### src/rtl/ifu_fetch_queue.sv
// ifu_fetch_queue: decoupling FIFO between IFU fetch (ICache + BPU) and decode.
// Each entry holds one fetch bundle: PC, INSTR_PER_FETCH instructions,
// per-slot valid mask and the branch prediction.
//
// Handshake rules:
//   - A push happens when in_valid_i && in_ready_o && !flush_i.
//   - A pop happens when out_valid_o && out_ready_i.
//   - in_ready_o depends only on the registered count, never on out_ready_i.
//
// Optional feature: define IFU_FETCHQ_BYPASS_EN to let a bundle pass through
// an empty queue in the same cycle when decode is ready. Without it, every
// bundle takes one cycle from input to output and no in_* input reaches an
// out_* output combinationally.
module ifu_fetch_queue #(
    parameter int INSTR_PER_FETCH = 4,
    parameter int ILEN            = 32,
    parameter int XLEN            = 32,
    parameter int DEPTH           = 8
) (
    input  logic                            clk_i,
    input  logic                            rst_i,
    input  logic                            flush_i,
    input  logic                            in_valid_i,
    output logic                            in_ready_o,
    input  logic [XLEN-1:0]                 in_pc_i,
    input  logic [INSTR_PER_FETCH*ILEN-1:0] in_instrs_i,
    input  logic [INSTR_PER_FETCH-1:0]      in_slot_valid_i,
    input  logic                            in_pred_taken_i,
    input  logic [XLEN-1:0]                 in_pred_target_i,
    output logic                            out_valid_o,
    input  logic                            out_ready_i,
    output logic [XLEN-1:0]                 out_pc_o,
    output logic [INSTR_PER_FETCH*ILEN-1:0] out_instrs_o,
    output logic [INSTR_PER_FETCH-1:0]      out_slot_valid_o,
    output logic                            out_pred_taken_o,
    output logic [XLEN-1:0]                 out_pred_target_o,
    output logic [$clog2(DEPTH):0]          count_o
);

    localparam int PTR_W = $clog2(DEPTH);
    localparam int CNT_W = PTR_W + 1;
    localparam logic [CNT_W-1:0] FULL_COUNT = CNT_W'(DEPTH);
    localparam logic [PTR_W-1:0] LAST_PTR   = PTR_W'(DEPTH - 1);

    // Bundle storage; contents need no reset because count gates visibility.
    logic [XLEN-1:0]                 pc_mem     [DEPTH];
    logic [INSTR_PER_FETCH*ILEN-1:0] instr_mem  [DEPTH];
    logic [INSTR_PER_FETCH-1:0]      mask_mem   [DEPTH];
    logic                            taken_mem  [DEPTH];
    logic [XLEN-1:0]                 target_mem [DEPTH];

    logic [PTR_W-1:0] rd_ptr;
    logic [PTR_W-1:0] wr_ptr;
    logic [CNT_W-1:0] count;

    logic queue_empty;
    logic mask_nonzero;
    logic push_hs;
    logic bypass_fire;
    logic push_store;
    logic pop_store;

    assign queue_empty  = (count == '0);
    assign mask_nonzero = |in_slot_valid_i;
    assign in_ready_o   = (count != FULL_COUNT);
    assign count_o      = count;

    // Handshaken push; an empty-mask bundle is accepted but never stored.
    assign push_hs = in_valid_i && in_ready_o && !flush_i;

`ifdef IFU_FETCHQ_BYPASS_EN
    // Empty queue with decode ready: the bundle goes straight to the outputs.
    assign bypass_fire = queue_empty && in_valid_i && mask_nonzero &&
                         out_ready_i && !flush_i;
    assign out_valid_o = (!queue_empty || bypass_fire) && !flush_i;
`else
    assign bypass_fire = 1'b0;
    assign out_valid_o = !queue_empty && !flush_i;
`endif

    assign push_store = push_hs && mask_nonzero && !bypass_fire;
    // A bypassed bundle is consumed without touching storage.
    assign pop_store  = out_valid_o && out_ready_i && !queue_empty;

    // Output payload: head entry, the bypassed input, or zero when idle.
    always_comb begin
        out_pc_o          = '0;
        out_instrs_o      = '0;
        out_slot_valid_o  = '0;
        out_pred_taken_o  = 1'b0;
        out_pred_target_o = '0;
        if (out_valid_o) begin
            if (!queue_empty) begin
                out_pc_o          = pc_mem[rd_ptr];
                out_instrs_o      = instr_mem[rd_ptr];
                out_slot_valid_o  = mask_mem[rd_ptr];
                out_pred_taken_o  = taken_mem[rd_ptr];
                out_pred_target_o = target_mem[rd_ptr];
            end else if (bypass_fire) begin
                out_pc_o          = in_pc_i;
                out_instrs_o      = in_instrs_i;
                out_slot_valid_o  = in_slot_valid_i;
                out_pred_taken_o  = in_pred_taken_i;
                out_pred_target_o = in_pred_target_i;
            end
        end
    end

    // Write the incoming bundle into the slot at the write pointer.
    always_ff @(posedge clk_i) begin
        if (push_store) begin
            pc_mem[wr_ptr]     <= in_pc_i;
            instr_mem[wr_ptr]  <= in_instrs_i;
            mask_mem[wr_ptr]   <= in_slot_valid_i;
            taken_mem[wr_ptr]  <= in_pred_taken_i;
            target_mem[wr_ptr] <= in_pred_target_i;
        end
    end

    // Pointer and occupancy update; flush overrides push and pop.
    always_ff @(posedge clk_i or posedge rst_i) begin
        if (rst_i) begin
            rd_ptr <= '0;
            wr_ptr <= '0;
            count  <= '0;
        end else if (flush_i) begin
            rd_ptr <= '0;
            wr_ptr <= '0;
            count  <= '0;
        end else begin
            if (push_store) begin
                wr_ptr <= (wr_ptr == LAST_PTR) ? '0 : wr_ptr + 1'b1;
            end
            if (pop_store) begin
                rd_ptr <= (rd_ptr == LAST_PTR) ? '0 : rd_ptr + 1'b1;
            end
            case ({push_store, pop_store})
                2'b10:   count <= count + 1'b1;
                2'b01:   count <= count - 1'b1;
                default: count <= count;
            endcase
        end
    end

endmodule
### config.mk
export PLATFORM = sky130hd
export DESIGN_NAME = ifu_fetch_queue
export DESIGN_NICKNAME = d
export VERILOG_FILES = /design/src/rtl/ifu_fetch_queue.sv
export SDC_FILE = /design/constraint.sdc
export NUM_CORES = 1
export LEC_CHECK = 0
export CORE_ASPECT_RATIO = 1.1
export CORE_UTILIZATION = 46
export CTS_CLUSTER_DIAMETER = 120
export DETAILED_ROUTE_END_ITERATION = 10
export GPL_TIMING_DRIVEN = 1
export MAX_ROUTING_LAYER = met4
export PLACE_DENSITY = 0.67
export SLEW_MARGIN = 20
export SYNTH_ARGS = -nofsm -noshare
export SYNTH_HDL_FRONTEND = slang
export SYNTH_SLANG_ARGS = --single-unit
### constraint.sdc
create_clock -name clk_i -period 43.3 [get_ports clk_i]
set_input_delay 8.66 -clock clk_i [delete_from_list [all_inputs] [get_ports clk_i]]
set_output_delay 8.66 -clock clk_i [all_outputs]
set_load 0.01 [all_outputs]
* Word-level counts from Yosys, hierarchy flattened
Memories as Yosys holds them, arrays and structs flattened.
Cells that the tools add are included.
** Storage, ports and cells
- Register bits after elaboration :: 10
- Latch bits :: 0
- Bits in read-only memories :: 0
- Bits in writable memories :: 1576
- Input port bits :: 202
- Memories kept :: 5
- Output and inout port bits :: 203
** Memory list
- instr_mem :: words 8, bits a word 128, rd ports 1, clocked after Yosys merged registers in 0, write ports 1, RTL line 47 : logic [INSTR_PER_FETCH*ILEN-1:0] instr_mem [DEPTH];
- pc_mem :: words 8, bits a word 32, rd ports 1, clocked after Yosys merged registers in 0, write ports 1, RTL line 46 : logic [XLEN-1:0] pc_mem [DEPTH];
- target_mem :: words 8, bits a word 32, rd ports 1, clocked after Yosys merged registers in 0, write ports 1, RTL line 50 : logic [XLEN-1:0] target_mem [DEPTH];
- mask_mem :: words 8, bits a word 4, rd ports 1, clocked after Yosys merged registers in 0, write ports 1, RTL line 48 : logic [INSTR_PER_FETCH-1:0] mask_mem [DEPTH];
- taken_mem :: words 8, bits a word 1, rd ports 1, clocked after Yosys merged registers in 0, write ports 1, RTL line 49 : logic taken_mem [DEPTH];
** Operators by class
- Reduce and logical (&&, ||, !) cells :: 13
- Eq/ne operators :: 5
- Div/mod/pow operators :: 0
- Bitwise operators :: 0
- Multiply operators :: 0
- Add/subtract/negate cells :: 4
- Muxes and demuxes :: 20
- Magnitude comparators :: 0
- Shift operators :: 0
** Operator list (count)
- 128-bit two-way mux :: 2
- 32-bit two-way mux :: 4
- 3-bit two-way mux :: 6
- 4-bit two-way mux :: 3
- 4-bit case mux with 2 select lines :: 1
- 3-bit by 1-bit adder with 3-bit output, second input constant :: 2
- 3-bit == test, second input constant :: 2
- 1-bit logical AND :: 6
- 4-bit by 1-bit adder with 4-bit output, second input constant :: 1
- 4-bit logical NOT :: 1
- 1-bit two-way mux :: 4
- 4-bit != test, second input constant :: 1
- 2-bit nonzero test :: 2
- 4-bit OR reduction :: 1
- 4-bit by 1-bit subtractor with 4-bit output, second input constant :: 1
- 3-bit nonzero test :: 1
- 2-bit by 1-bit == test with 1-bit output, second input constant :: 1
- 2-bit == test, second input constant :: 1
- 1-bit logical NOT :: 2

* Logic depth before layout (Yosys ltp)
Gate-level depths: netlist of the first run.
- Depth in word-level cells :: 8
- Mapped depth :: 10
- Gate-level depth less buffers :: 9

* Least setup slack after synthesis of the first run
No wires, ideal clock.
- Path type :: input -> register
- Start :: input port flush_i
- End :: memory instr_mem[2][0] in the netlist's numbering (enable)
- Data required time :: 41996 ps
- Arrival :: 29241 ps
- Path slack :: 12755 ps
- Library setup time :: 1304 ps
- Path buffers :: 0
- Cell stages on the path :: 4
- Cell sequence :: nand2b_1 -> nor2_2 -> nand2_1 -> nor4b_1
** On the way
- Cells in the longest elaborated chain, start to end :: 5
** RTL lines
- from (decl) :: RTL line 22 : input logic flush_i,
- 1-bit logical NOT :: RTL line 69 : assign push_hs = in_valid_i && in_ready_o && !flush_i;
- 1-bit logical AND :: RTL line 69
- 1-bit logical AND :: RTL line 81 : assign push_store = push_hs && mask_nonzero && !bypass_fire;
- 1-bit two-way mux :: RTL line 111 : if (push_store) begin
- 1-bit two-way mux (implied by the code) :: RTL line 113 : instr_mem[wr_ptr] <= in_instrs_i;
- to (decl) :: RTL line 47
Every way passes these cells.

* Final worst setup path of the first run
- Start :: input port flush_i
- End :: output port out_instrs_o[43]
** On the way
- Cells in the longest elaborated chain, start to end :: 3
** RTL lines
- 1-bit logical NOT :: RTL line 78 : assign out_valid_o = !queue_empty && !flush_i;
- 1-bit logical AND :: RTL line 78
- 128-bit two-way mux :: RTL line 92 : if (out_valid_o) begin
- to (decl) :: RTL line 33 : output logic [INSTR_PER_FETCH*ILEN-1:0] out_instrs_o,
Every way passes these cells.

==> results.toml, run 1 <==
[run_status]
outcome = "complete, no violations"

[timing]
setup_viol = 0
whs_ns = 0.678
rsz0062_at_grt = "false"
final.setup.worst_slack_ns = 22.85
fin_tns_setup_ns = 0
slew_viol_final = 0
min_period_over_period_pct = 47.2
fin_skew_ns = 0.0240
post-route-min-period_ns = 20.45
max_freq_mhz = 48.9
tightest_slew_ns = 1.10
hold_violations = 0
slew_headroom_pct = 27.0

[placement]
placedCellCount = 4657
preCtsSetupSlack_ns = 22.87
dp.final_hpwl_mm = 68.3
globalplace.congestion = 0.741
dpl_cell_area_sq_um = 66400
io_buffers = 404

[yosys]
ys_ff_latch = 1586
ys_seq_area_share_pct = 78.5
synth_flop_cell = "edfxtp_1"
avgSynthCellArea_sq_um = 23.4
ys.warnings.count = 0
syn_inst = 2584
synthTopCellsByArea = "edfxtp_1 (78%), mux4_2 (15%), mux2i_1 (3.3%), nor2_1 (1.3%), buf_6 (0.63%)"
synthTopCellsByCount = "edfxtp_1 (1576), mux4_2 (394), nor2_1 (204)"
yosysUniqueCellTypes = 37
yosys.cell_count.top_type = "edfxtp_1"
synth_area_sq_um = 60600
synth_nets = 2792
ys_async_sr_fraction_pct = 0.631
synth-edff-count = 1576
synth_top_area_share_pct = 78.1
synth_area_leader_cell = "edfxtp_1"

[global_route]
antenna_found_initial = 20
grt_pass1_wl_mm = 189
grt_overflow = 0
grt_start_max_net_pins = 147
track_usage_pct = 20.1
grt_pass1_vias = 29500

[setup_path]
critPathMaxFanout = 70
r2r-start = "count_o[1]$_DFFE_PP0P_"
cp-start-kind = "primary input"
required_ns = 34.64
crit_path_top_delay_cell = "or2_4"
cp-endpoint = "out_instrs_o[43]"
worst_setup_path_end_kind = "output port"
crit_arrival_ns = 11.79
crit_chain = "clkdlybuf4s50_1, or2_4, buf_4, nor2_1, clkdlybuf4s50_1"
startpoint = "flush_i"
critPathKind = "in -> out"
ff2ff_path_depth = 6
r2r_end = "instr_mem[7][56]$_DFFE_PP_"
cp_slowest_stage_delay_ns = 0.81
path_common_cell = "clkdlybuf4s50_1"
reg2reg_slack_ns = 39.13

[clock_network]
clock_path_buffers = 3
cts_tree = "done"
ctsResizeCount = 0
clock-sinks = 1586
cts_buffers = 159
cts-root-buf = "clkbuf_16"
clkTransAtPathRegs_ns = 0.06
clock_latency_ns = 0.79
postCtsHoldBufs = 0
h-tree-depth = 4
post_cts_buffers = 0

[final_layout]
fillCellCount = 9683
fin_cells = 4958
areaGrowthSynthToFinish_pct = 18.2
fin_nets = 3264
regArea_sq_um = 47600
multi_input_comb_area_sq_um = 12100
drive_gt1_share_pct = 21.3
fin_area_sq_um = 71600

[detailed_routing]
drt-total-wl_mm = 128
vias = 27500
viasPerCell = 5.54
drt-initial-drc-count = 2059
drc = 0
firstDrtPassIters = 7
drtAntennaViolNets = 0
avgRoutedWirePerCell_um = 25.8

[hold_path]
hp-class = "reg -> reg"

[floorplanning]
fp.coreArea_sq_um = 131000
design.portCount = 405
die_y_um = 383
start_util_pct = 46.4
num_rows = 139
die_x_um = 348
fp.dieArea_sq_um = 133000

[pwr]
p_per_area_nw_per_um2 = 52.5
ir_worst_vdd_v = 0.0000369
p_leak_uw = 0.0215

[run]
maxCapViolCount = 0
[cells by family (layout without fill, tap and decap cells)]
logic type                 Yosys count  after routing  synth area share [%]
DFF                               1586           1586                  78.5
muxes                              593            593                  17.9
and+or+nand+nor                    241            241                  1.64
buffers and inverters              137            729                  1.52
AOI/OAI and AO/OA                   19             19                 0.215
adders and majority gates            6              6                 0.124
xor gates and xnor gates             2              2                0.0289
other                                0             20                     0
[worst max-delay path: cells and delay by family]
kind          cells  cell delay [ns]
simple gates      2             0.97
buf+inv           3             1.99
[sequential cells by signal, summed over array words and instances, names as in the netlist]
register / flops
rd_ptr: 3
taken_mem: 8
wr_ptr: 3
instr_mem: 1024
mask_mem: 32
count_o: 4
pc_mem: 256
target_mem: 256
[report_power, final]
part           switching (uW)  internal (uW)
clock                     570            769
sequential               19.3           1720
combinational             324            355
total                     913           2850
[stage by stage]
step	total power, uW	util [%]
6_report	3760	54.8
3_5_place_dp	2470	50.9
5_1_grt	3900	54.8
2_1_floorplan	2270	-
4_1_cts	3810	54.8
3_3_place_gp	2450	50.8
[area by class of cell]
type | count | share of cell area, %
well taps | 1762 | 3.08
repair buffers | 445 | 6.31
diodes | 20 | 0.0699
flip-flops and latches | 1586 | 66.5
clock inverters | 95 | 1.43
inverters | 3 | 0.0157
clock buffers | 186 | 5.70
multi-input cells | 861 | 16.9
[cells in the final DEF, fill, tap and decap left out, drive strengths merged, types with 2 or more instances in the layout]
| master | instances |
|---|---|
| nand2b | 5 |
| nor3 | 3 |
| nor4b | 2 |
| a31oi | 2 |
| mux2i | 199 |
| nor4 | 3 |
| clkinv | 68 |
| nor2b | 3 |
| bufinv | 15 |
| inv | 11 |
| o21ai | 5 |
| dfrtp | 10 |
| nor3b | 2 |
| clkbuf | 186 |
| or2 | 2 |
| o211ai | 3 |
| nand2 | 13 |
| mux4 | 394 |
| a21oi | 4 |
| diode | 20 |
| buf | 41 |
| clkinvlp | 4 |
| edfxtp | 1576 |
| nor2 | 205 |
| clkdlybuf4s50 | 404 |
| ha | 6 |
[how the worst min path moves through the flow]
| stage | cells after the start | endpoint | slack, ns | start |
|---|---|---|---|---|
| 2_1_floorplan | 3 | rd_ptr[1]$_DFFE_PP0P_ | 0.55 | rd_ptr[1]$_DFFE_PP0P_ |
| 3_3_place_gp | 2 | count_o[2]$_DFFE_PP0P_ | 0.60 | count_o[2]$_DFFE_PP0P_ |
| 3_5_place_dp | 2 | count_o[2]$_DFFE_PP0P_ | 0.65 | count_o[2]$_DFFE_PP0P_ |
| 4_1_cts | 2 | count_o[2]$_DFFE_PP0P_ | 0.66 | count_o[2]$_DFFE_PP0P_ |
| 5_1_grt | 2 | count_o[2]$_DFFE_PP0P_ | 0.69 | count_o[2]$_DFFE_PP0P_ |
| 6_report | 2 | count_o[2]$_DFFE_PP0P_ | 0.68 | count_o[2]$_DFFE_PP0P_ |
[layer usage]
| metal | track usage (%) | vias to the layer above | part of all wire (%) |
|---|---|---|---|
| li1 | - | 11800 | - |
| met1 | 25.0 | 14600 | 41 |
| met2 | 32.9 | 814 | 51 |
| met3 | 3.68 | 193 | 5.4 |
| met4 | 7.64 | 0 | 2.9 |
| met5 | - | - | 0 |
(Power assumes the default switching activity.)
==> run 2, diff against run 1 <==
- clock period: 43.3 -> 19.7 ns (I/O delays scaled with it)
==> run 2 against run 1 <==
Compared with the run above: critical path depth did not move; count of clock-buffer cells in the layout rose by 9; sequential share of layout area rose by 0.30 points; worst setup slack got worse by 14 ns; clock skew rose by 0.0062 ns; global-route usage fell by 0.15 points; core utilization fell by 0.25 points; combinational power rose by 120%; sequential cell count did not move; critical endpoint is now out_instrs_o[8]; largest cell class unchanged; highest routed layer unchanged.
==> results.toml, run 2 (synthesized netlist as in run 1, its figures left out) <==
[setup_path]
reg2reg_slack_ns = 14.90
cp_num_cells = 5
worst_setup_path_end_kind = "output port"
critPathMaxFanout = 83
critPathKind = "in -> out"
ff2ff_path_depth = 7
crit_path_top_delay_cell = "clkdlybuf4s50_1"
cp_slowest_stage_delay_ns = 0.74
path_common_cell = "clkdlybuf4s50_1"
cpLargestDelayFamily = "buffers and inverters"
r2r-start = "count_o[1]$_DFFE_PP0P_"
r2r_end = "instr_mem[7][24]$_DFFE_PP_"
crit_arrival_ns = 6.84
cp-endpoint = "out_instrs_o[8]"
cp-start-kind = "primary input"
required_ns = 15.76
crit_chain = "clkdlybuf4s50_1, or2_4, buf_4, nor2_1, clkdlybuf4s50_1"
startpoint = "flush_i"
critPathBufInv = 3

[timing]
slew_viol_final = 0
setup_viol = 0
post-route-min-period_ns = 10.78
tightest_slew_ns = 1.29
min_period_over_period_pct = 54.7
max_freq_mhz = 92.8
fin_tns_setup_ns = 0
hold_violations = 0
final.setup.worst_slack_ns = 8.92
fin_skew_ns = 0.0303
rsz0062_at_grt = "false"
slew_headroom_pct = 13.7

[floorplanning]
design.portCount = 405
fp.coreArea_sq_um = 131000
start_util_pct = 46.4
fp.dieArea_sq_um = 133000
die_x_um = 348
num_rows = 139
die_y_um = 383

[pwr]
fin_total_pwr_uw = 8120
ir_worst_vdd_v = 0.0000950
p_leak_uw = 0.0213
p_per_area_nw_per_um2 = 114

[hold_path]
hp-class = "reg -> reg"

[detailed_routing]
viasPerCell = 5.53
drtAntennaViolNets = 0
drt-total-wl_mm = 127
drt-initial-drc-count = 2349
drc = 0
vias = 27400
firstDrtPassIters = 5
avgRoutedWirePerCell_um = 25.7

[clock_network]
cts-root-buf = "clkbuf_16"
clkTransAtPathRegs_ns = 0.06
clock_path_buffers = 3
cts_tree = "done"
h-tree-depth = 4
post_cts_buffers = 0
cts_buffers = 156
clock_latency_ns = 0.80
postCtsHoldBufs = 0
ctsResizeCount = 0
clock-sinks = 1586

[final_layout]
largest_reg_flops = 1024
final_cell_mix = "edfxtp_1 (1576), clkdlybuf4s50_1 (404), mux4_2 (394), nor2_1 (203), mux2i_1 (199)"
fin_cells = 4961
reg_top3 = "instr_mem (1024), pc_mem (256), target_mem (256)"
largest_register = "instr_mem"
areaGrowthSynthToFinish_pct = 17.7
fin_nets = 3266
drive_gt1_share_pct = 20.7
final_common_cell = "edfxtp_1"

[global_route]
track_usage_pct = 19.9
antenna_found_initial = 24
grt_pass1_vias = 28900
grt_start_max_net_pins = 160
grt_overflow = 0
grt_pass1_wl_mm = 188

[placement]
preCtsSetupSlack_ns = 8.90
dp.final_hpwl_mm = 69.3
globalplace.congestion = 0.723
placedCellCount = 4662
io_buffers = 404

[run_status]
outcome = "complete, no violations"

[run]
maxCapViolCount = 0
[run 2: changes by cell type in the layout (fill, tap and decap cells not counted), sizes merged]
| cell | previous run | this run |
|---|---|---|
| diode | 20 | 25 |
| clkbuf | 186 | 195 |
| buf | 41 | 46 |
| inv | 11 | 13 |
| bufinv | 15 | 7 |
| clkinv | 68 | 61 |
| clkinvlp | 4 | 1 |
[run 2: worst min-delay path by stage]
stage | start | to | slack [ns] | cells past startpoint
2_1_floorplan | rd_ptr[1]$_DFFE_PP0P_ | rd_ptr[1]$_DFFE_PP0P_ | 0.55 | 3
3_3_place_gp | count_o[2]$_DFFE_PP0P_ | count_o[2]$_DFFE_PP0P_ | 0.62 | 2
3_5_place_dp | count_o[2]$_DFFE_PP0P_ | count_o[2]$_DFFE_PP0P_ | 0.62 | 2
4_1_cts | count_o[2]$_DFFE_PP0P_ | count_o[2]$_DFFE_PP0P_ | 0.64 | 2
5_1_grt | count_o[2]$_DFFE_PP0P_ | count_o[2]$_DFFE_PP0P_ | 0.67 | 2
6_report | count_o[2]$_DFFE_PP0P_ | count_o[2]$_DFFE_PP0P_ | 0.63 | 2
[run 2: cell type report]
| type | count | area, sq um |
|---|---|---|
| fill | 9652 | 59300 |
| sequential | 1586 | 47600 |
| multi-input combinational | 861 | 12200 |
| timing repair buffer | 450 | 4460 |
| clock buffer | 195 | 4050 |
| tap | 1762 | 2200 |
| clock inverter | 79 | 743 |
| antenna | 25 | 62.6 |
| inverter | 3 | 11.3 |
[run 2: per-layer routing]
layer | wire [um] | GRT usage, % | vias up
met5 | 0 | - | -
met4 | 2850 | 6.24 | 0
met3 | 7610 | 4.62 | 184
met2 | 66300 | 33.1 | 799
met1 | 50500 | 24.3 | 14600
li1 | - | - | 11800
[run 2: stage by stage]
stage                     util, %  hold WS [ns]  area, sq um
after global routing         54.6         0.675        71300
final                        54.6         0.632        71300
after floorplan                 -         0.554        60600
after detailed placement     50.8         0.617        66400
after global placement       50.8         0.619        66400
after CTS                    54.5         0.636        71200
[run 2: worst register-to-register path, cell delays in order, from the launching register on]
cell	delay, ns
dfrtp_1	0.53
nor3_2	0.13
a211oi_2	0.45
nand2_1	0.29
nor2_4	0.70
buf_4	0.64
buf_4	0.80
buf_4	0.84
[run 2: where the power goes]
group	internal, uW	switching, uW
registers	3790	49.8
logic	780	709
clock network	1560	1230
total	6130	1980
